File: config.mk
export PLATFORM = sky130hd
export DESIGN_NAME = screen_scanner
export DESIGN_NICKNAME = d
export VERILOG_FILES = /design/src/rtl/screen_scanner.sv
export SDC_FILE = /design/constraint.sdc
export NUM_CORES = 1
export LEC_CHECK = 0
export CORE_MARGIN = 2
export CORE_UTILIZATION = 55
export DETAILED_ROUTE_END_ITERATION = 10
export PLACE_DENSITY = 0.79
export SLEW_MARGIN = 20
export SYNTH_ARGS = -nofsm -noshare
export SYNTH_HDL_FRONTEND = slang
export SYNTH_SLANG_ARGS = --single-unit
File: constraint.sdc
create_clock -name clock_i -period 2.39 [get_ports clock_i]
set_clock_uncertainty 0.1 [all_clocks]
set_input_delay 0.478 -clock clock_i [delete_from_list [all_inputs] [get_ports clock_i]]
set_output_delay 0.478 -clock clock_i [all_outputs]
set_load 0.01 [all_outputs]
File: src/rtl/screen_scanner.sv
// screen_scanner: raster read-out of the Hack screen RAM as a 1-bit pixel stream with sync markers.
// Define SCREEN_SCANNER_FRAME_COUNT_EN to add the 16-bit frame_count_o output.
module screen_scanner #(
   parameter int H_ACTIVE = 512,
   parameter int V_ACTIVE = 256,
   parameter int H_BLANK  = 16,
   parameter int V_BLANK  = 4
) (
   input  logic        clock_i,
   input  logic        reset_i,
   input  logic        enable_i,
   output logic [12:0] address_o,
   input  logic [15:0] data_i,
   output logic        pixel_o,
   output logic        pixel_valid_o,
   output logic        hsync_o,
   output logic        vsync_o,
   output logic        frame_start_o
`ifdef SCREEN_SCANNER_FRAME_COUNT_EN
   ,
   output logic [15:0] frame_count_o
`endif
);
   localparam int H_TOTAL = H_ACTIVE + H_BLANK;
   localparam int V_TOTAL = V_ACTIVE + V_BLANK;
   localparam int XW = $clog2(H_TOTAL);
   localparam int YW = $clog2(V_TOTAL);
   localparam logic [12:0] ROW_WORDS = 13'(H_ACTIVE / 16);

   logic [XW-1:0] x_q, x_d;
   logic [YW-1:0] y_q, y_d;
   logic [12:0]   row_base_q, row_base_d;
   logic [12:0]   last_addr_q;
   logic [12:0]   active_addr;
   logic [15:0]   shreg_q;
   logic          pixel_q, pixel_valid_q, hsync_q, vsync_q, frame_start_q;
   logic          x_last, y_last, active;
`ifdef SCREEN_SCANNER_FRAME_COUNT_EN
   logic [15:0]   frame_count_q;
`endif

   // The row base steps by one row of words per line, so no multiplier is needed.
   always_comb begin
      x_last      = (x_q == XW'(H_TOTAL - 1));
      y_last      = (y_q == YW'(V_TOTAL - 1));
      active      = (x_q < XW'(H_ACTIVE)) && (y_q < YW'(V_ACTIVE));
      active_addr = row_base_q + 13'(x_q >> 4);
      x_d         = x_q + 1'b1;
      y_d         = y_q;
      row_base_d  = row_base_q;
      if (x_last) begin
         x_d = '0;
         if (y_last) begin
            y_d        = '0;
            row_base_d = '0;
         end else begin
            y_d        = y_q + 1'b1;
            row_base_d = row_base_q + ROW_WORDS;
         end
      end
   end

   // Blanking keeps presenting the last fetched address to the RAM.
   assign address_o = active ? active_addr : last_addr_q;

   always_ff @(posedge clock_i) begin
      if (reset_i) begin
         x_q           <= '0;
         y_q           <= '0;
         row_base_q    <= '0;
         last_addr_q   <= '0;
         shreg_q       <= '0;
         pixel_q       <= 1'b0;
         pixel_valid_q <= 1'b0;
         hsync_q       <= 1'b0;
         vsync_q       <= 1'b0;
         frame_start_q <= 1'b0;
`ifdef SCREEN_SCANNER_FRAME_COUNT_EN
         frame_count_q <= '0;
`endif
      end else if (enable_i) begin
         x_q           <= x_d;
         y_q           <= y_d;
         row_base_q    <= row_base_d;
         hsync_q       <= (x_q >= XW'(H_ACTIVE));
         vsync_q       <= (y_q >= YW'(V_ACTIVE));
         frame_start_q <= (x_q == '0) && (y_q == '0);
         if (active) begin
            last_addr_q   <= active_addr;
            pixel_valid_q <= 1'b1;
            if (x_q[3:0] == 4'd0) begin
               shreg_q <= data_i >> 1;
               pixel_q <= data_i[0];
            end else begin
               shreg_q <= shreg_q >> 1;
               pixel_q <= shreg_q[0];
            end
         end else begin
            pixel_q       <= 1'b0;
            pixel_valid_q <= 1'b0;
         end
`ifdef SCREEN_SCANNER_FRAME_COUNT_EN
         if (x_last && y_last) frame_count_q <= frame_count_q + 16'd1;
`endif
      end else begin
         frame_start_q <= 1'b0;
      end
   end

   assign pixel_o       = pixel_q;
   assign pixel_valid_o = pixel_valid_q;
   assign hsync_o       = hsync_q;
   assign vsync_o       = vsync_q;
   assign frame_start_o = frame_start_q;
`ifdef SCREEN_SCANNER_FRAME_COUNT_EN
   assign frame_count_o = frame_count_q;
`endif
endmodule

==> impl_metrics.csv <==
group,metric,value,unit
clocking,clk_latency,0.33,ns
outcome,status,"finished clean",
logic_synthesis,synth-edff-count,0,
placement,dp_worst_setup_slack,-0.214,ns
cells_and_area,drive_gt1_share,16.2,%
global_routing,grt_pass1_wl,11.3,mm
pwr,power_frac_seq,49.5,%
clocking,htree_levels,3,
logic_synthesis,synth_nets,371,
logic_synthesis,syn_area,0.00298,mm2
logic_synthesis,synth_seq_cells,60,
pwr,powerDensity,570,mW/mm2
logic_synthesis,synthTopCellsByCount,"dfxtp_1 (60), nor2_1 (45), nand2_1 (30)",
timing,finalMaxSlewViolations,0,
clocking,cts_hold_buf,0,
worst_setup_path,worstSetupEndpointType,"output pin",
pwr,ir_worst_vdd,0.351,mV
floorplan,row_count,26,
pwr,pwr-share-comb,10.1,%
placement,hpwl,4.57,mm
routing,vias,2616,
clocking,path_clk_slew,0.06,ns
clocking,cts_root_buf,"clkbuf_8",
global_routing,grt_max_degree,32,
pwr,clkPwrFrac,40.4,%
worst_setup_path,crit_path_top_delay_cell,"mux2_2",
clocking,cts_buffer_depth,2,
timing,rsz0062_at_grt,"no",
worst_hold_path,min_path_type,"flip-flop to flip-flop",
logic_synthesis,yosysUniqueCellTypes,46,
logic_synthesis,synth_area_leaders,"dfxtp_1 (40%), mux2i_1 (7.4%), nor2_1 (5.7%), a211oi_1 (4.8%), nand2_1 (3.8%)",
timing,min_period,2.32,ns
worst_setup_path,startpoint_type,"flip-flop",
routing,drt-total-wl,6.73,mm
timing,setup_tns,0,ns
global_routing,antenna_found_initial,0,
clocking,clock_sinks,60,
cells_and_area,fin_nets,418,
worst_setup_path,arrival,1.74,ns
worst_setup_path,crit_family,"buffers and inverters",
timing,finalSetupViolCount,0,
worst_setup_path,path_cells,"buf_4 -> nor2_4 -> buf_4 -> mux2_2 -> dlygate4sd2_1",
worst_setup_path,crit_type,"flip-flop to output pin",
global_routing,gr-total-overflow,0,
logic_synthesis,post-synth-top-count-cell,"dfxtp_1",
pwr,p_leak,1.51,nW
routing,drtIter0Drc,161,
worst_setup_path,worst-path-buf-inv,3,
job,maxCapViolations,0,
floorplan,die_x,77.6,um
logic_synthesis,synth.avg_cell_area,8.64,um2
worst_setup_path,worstPathRequired,1.81,ns
cells_and_area,final.fill_count,405,
pwr,power.internal,1.63,mW
timing,max_freq,0.431,GHz
floorplan,start_util,57.6,%
cells_and_area,stdcell_count,466,
logic_synthesis,synth_flop_cell,"dfxtp_1",
worst_setup_path,r2r_slack,0.32,ns
placement,gp_congestion,0.794,
logic_synthesis,synth_top_cell_area_share,40.3,%
global_routing,grt_pass1_vias,2420,
logic_synthesis,yosysSeqAreaShare,40.3,%
routing,wl_per_cell,14.4,um
clocking,cts_tree,"done",
timing,fin_crit_sh,97.0,%
cells_and_area,diodes,0,
worst_setup_path,worst-path-max-fanout,9,
clocking,cts_inserted_buffers,9,
logic_synthesis,ys_async_sr_fraction,0,%
placement,numPortBuffers,36,
routing,first_pass_iters,7,
routing,drtAntennaViolNets,0,
logic_synthesis,ys_warn_count,0,
placement,dp.cells,449,
timing,whs,0.354,ns
global_routing,track_usage,23.5,%
timing,relSlewSlack,58.2,%
worst_setup_path,crit_path_frequent_cell,"buf_4",
timing,finalHoldViolCount,0,
timing,tightest_slew,0.621,ns
cells_and_area,areaGrowthSynthToFinish,25.4,%
pwr,p_sw_share,23.6,%
timing,fin_ws,0.0707,ns
logic_synthesis,synth_area_leader_cell,"dfxtp_1",
routing,via_per_inst,5.61,
floorplan,fp.dieH,77.6,um
floorplan,fp.dieArea,0.00602,mm2
floorplan,coreArea,0.00517,mm2
routing,post-route-drc-count,0,
logic_synthesis,synthesis.instances,345,
worst_setup_path,cpPeakStageDelay,0.35,ns
pwr,power_switching,502,uW
floorplan,io-pin-count,37,
pwr,total_power,2.13,mW
==> stage by stage <==
| stage | utilization, % | instance area (um2) |
|---|---|---|
| floorplan | - | 2980 |
| global placement | 67.9 | 3510 |
| detailed placement | 67.9 | 3510 |
| CTS | 72.0 | 3720 |
| global route | 72.2 | 3740 |
| finish | 72.2 | 3740 |
==> flip-flops by register name, summed over array words and instances, names as in the netlist <==
name,cells
frame_start_o,1
last_addr_q,13
x_q,10
pixel_valid_o,1
y_q,9
vsync_o,1
row_base_q,8
pixel_o,1
hsync_o,1
shreg_q,15
==> worst paths after layout <==
path                                      to   startpoint  cells after the start
worst max-delay path            address_o[3]       x_q[9]                      5
worst min register to register   shreg_q[14]  shreg_q[14]                      2
worst max register to register        y_q[8]       x_q[0]                      5
worst min-delay path             shreg_q[14]  shreg_q[14]                      2
==> layout by cell type (no fill, tap or decap), drive strengths merged, types with 3 or more instances in the layout <==
master          n
a211oi         19
a21oi          16
a31oi           3
buf            29
clkbuf         15
clkdlybuf4s50  23
dfxtp          60
dlygate4sd2     6
ha              7
inv             4
mux2            3
mux2i          22
nand2          30
nand2b          3
nand3          11
nand4          10
nor2           47
nor2b           3
nor3            5
nor4            3
o21ai          14
o31ai           7
or3             7
or4             8
xnor2          11
xor2            7
==> per-layer routing <==
| metal | share of wire [%] | global-route usage, % | wire, um | vias up |
|---|---|---|---|---|
| met4 | 2.1 | 9.29 | 140 | 0 |
| met1 | 46 | 29.9 | 3070 | 1203 |
| met5 | 0 | 0 | 0 | - |
| li1 | - | - | - | 1326 |
| met2 | 48 | 38.2 | 3240 | 72 |
| met3 | 4.2 | 5.81 | 283 | 15 |
==> power groups by stage <==
stage          combinational (mW)  sequential (mW)  clock, mW
2_1_floorplan               0.135             1.07          0
3_3_place_gp                0.209             1.07          0
3_5_place_dp                0.214             1.08          0
4_1_cts                     0.217             1.06      0.882
5_1_grt                     0.238             1.06      0.914
6_report                    0.216             1.05      0.860
==> worst register-to-register path: cells and delay by family, from the launching register on <==
kind,cells,cell delay [ns]
AOI/OAI and AO/OA,1,0.16
DFF,1,0.43
and+or+nand+nor,3,1.10
adders and majority gates,1,0.23
==> logic make-up after synthesis <==
logic type,after synthesis,synth area share (%)
and+or+nand+nor,138,23.8
AOI/OAI and AO/OA,66,14.3
DFF,60,40.3
buffers and inverters,30,4.70
muxes,25,8.52
xor gates and xnor gates,18,5.29
adders and majority gates,7,2.94
other,1,0.126
==> cell type report <==
type	count	area (um2)	share of cell area [%]
clock buffer	14	183	4.89
clock inverter	1	5.00	0.134
inverter	4	15.0	0.402
multi-input combinational	255	1680	44.9
sequential	60	1200	32.3
tap	70	87.6	2.34
timing repair buffer	62	562	15.0
==> repair_timing <==
item / in CTS / in global routing
resized for setup: 26 / 13
pin swaps: 1 / 4
endpoints found under the hold margin: 0 / 0
endpoints found under the setup margin: 13 / 10
setup buffers: 1 / 1
No activity file was read; power rests on OpenSTA's default activity.
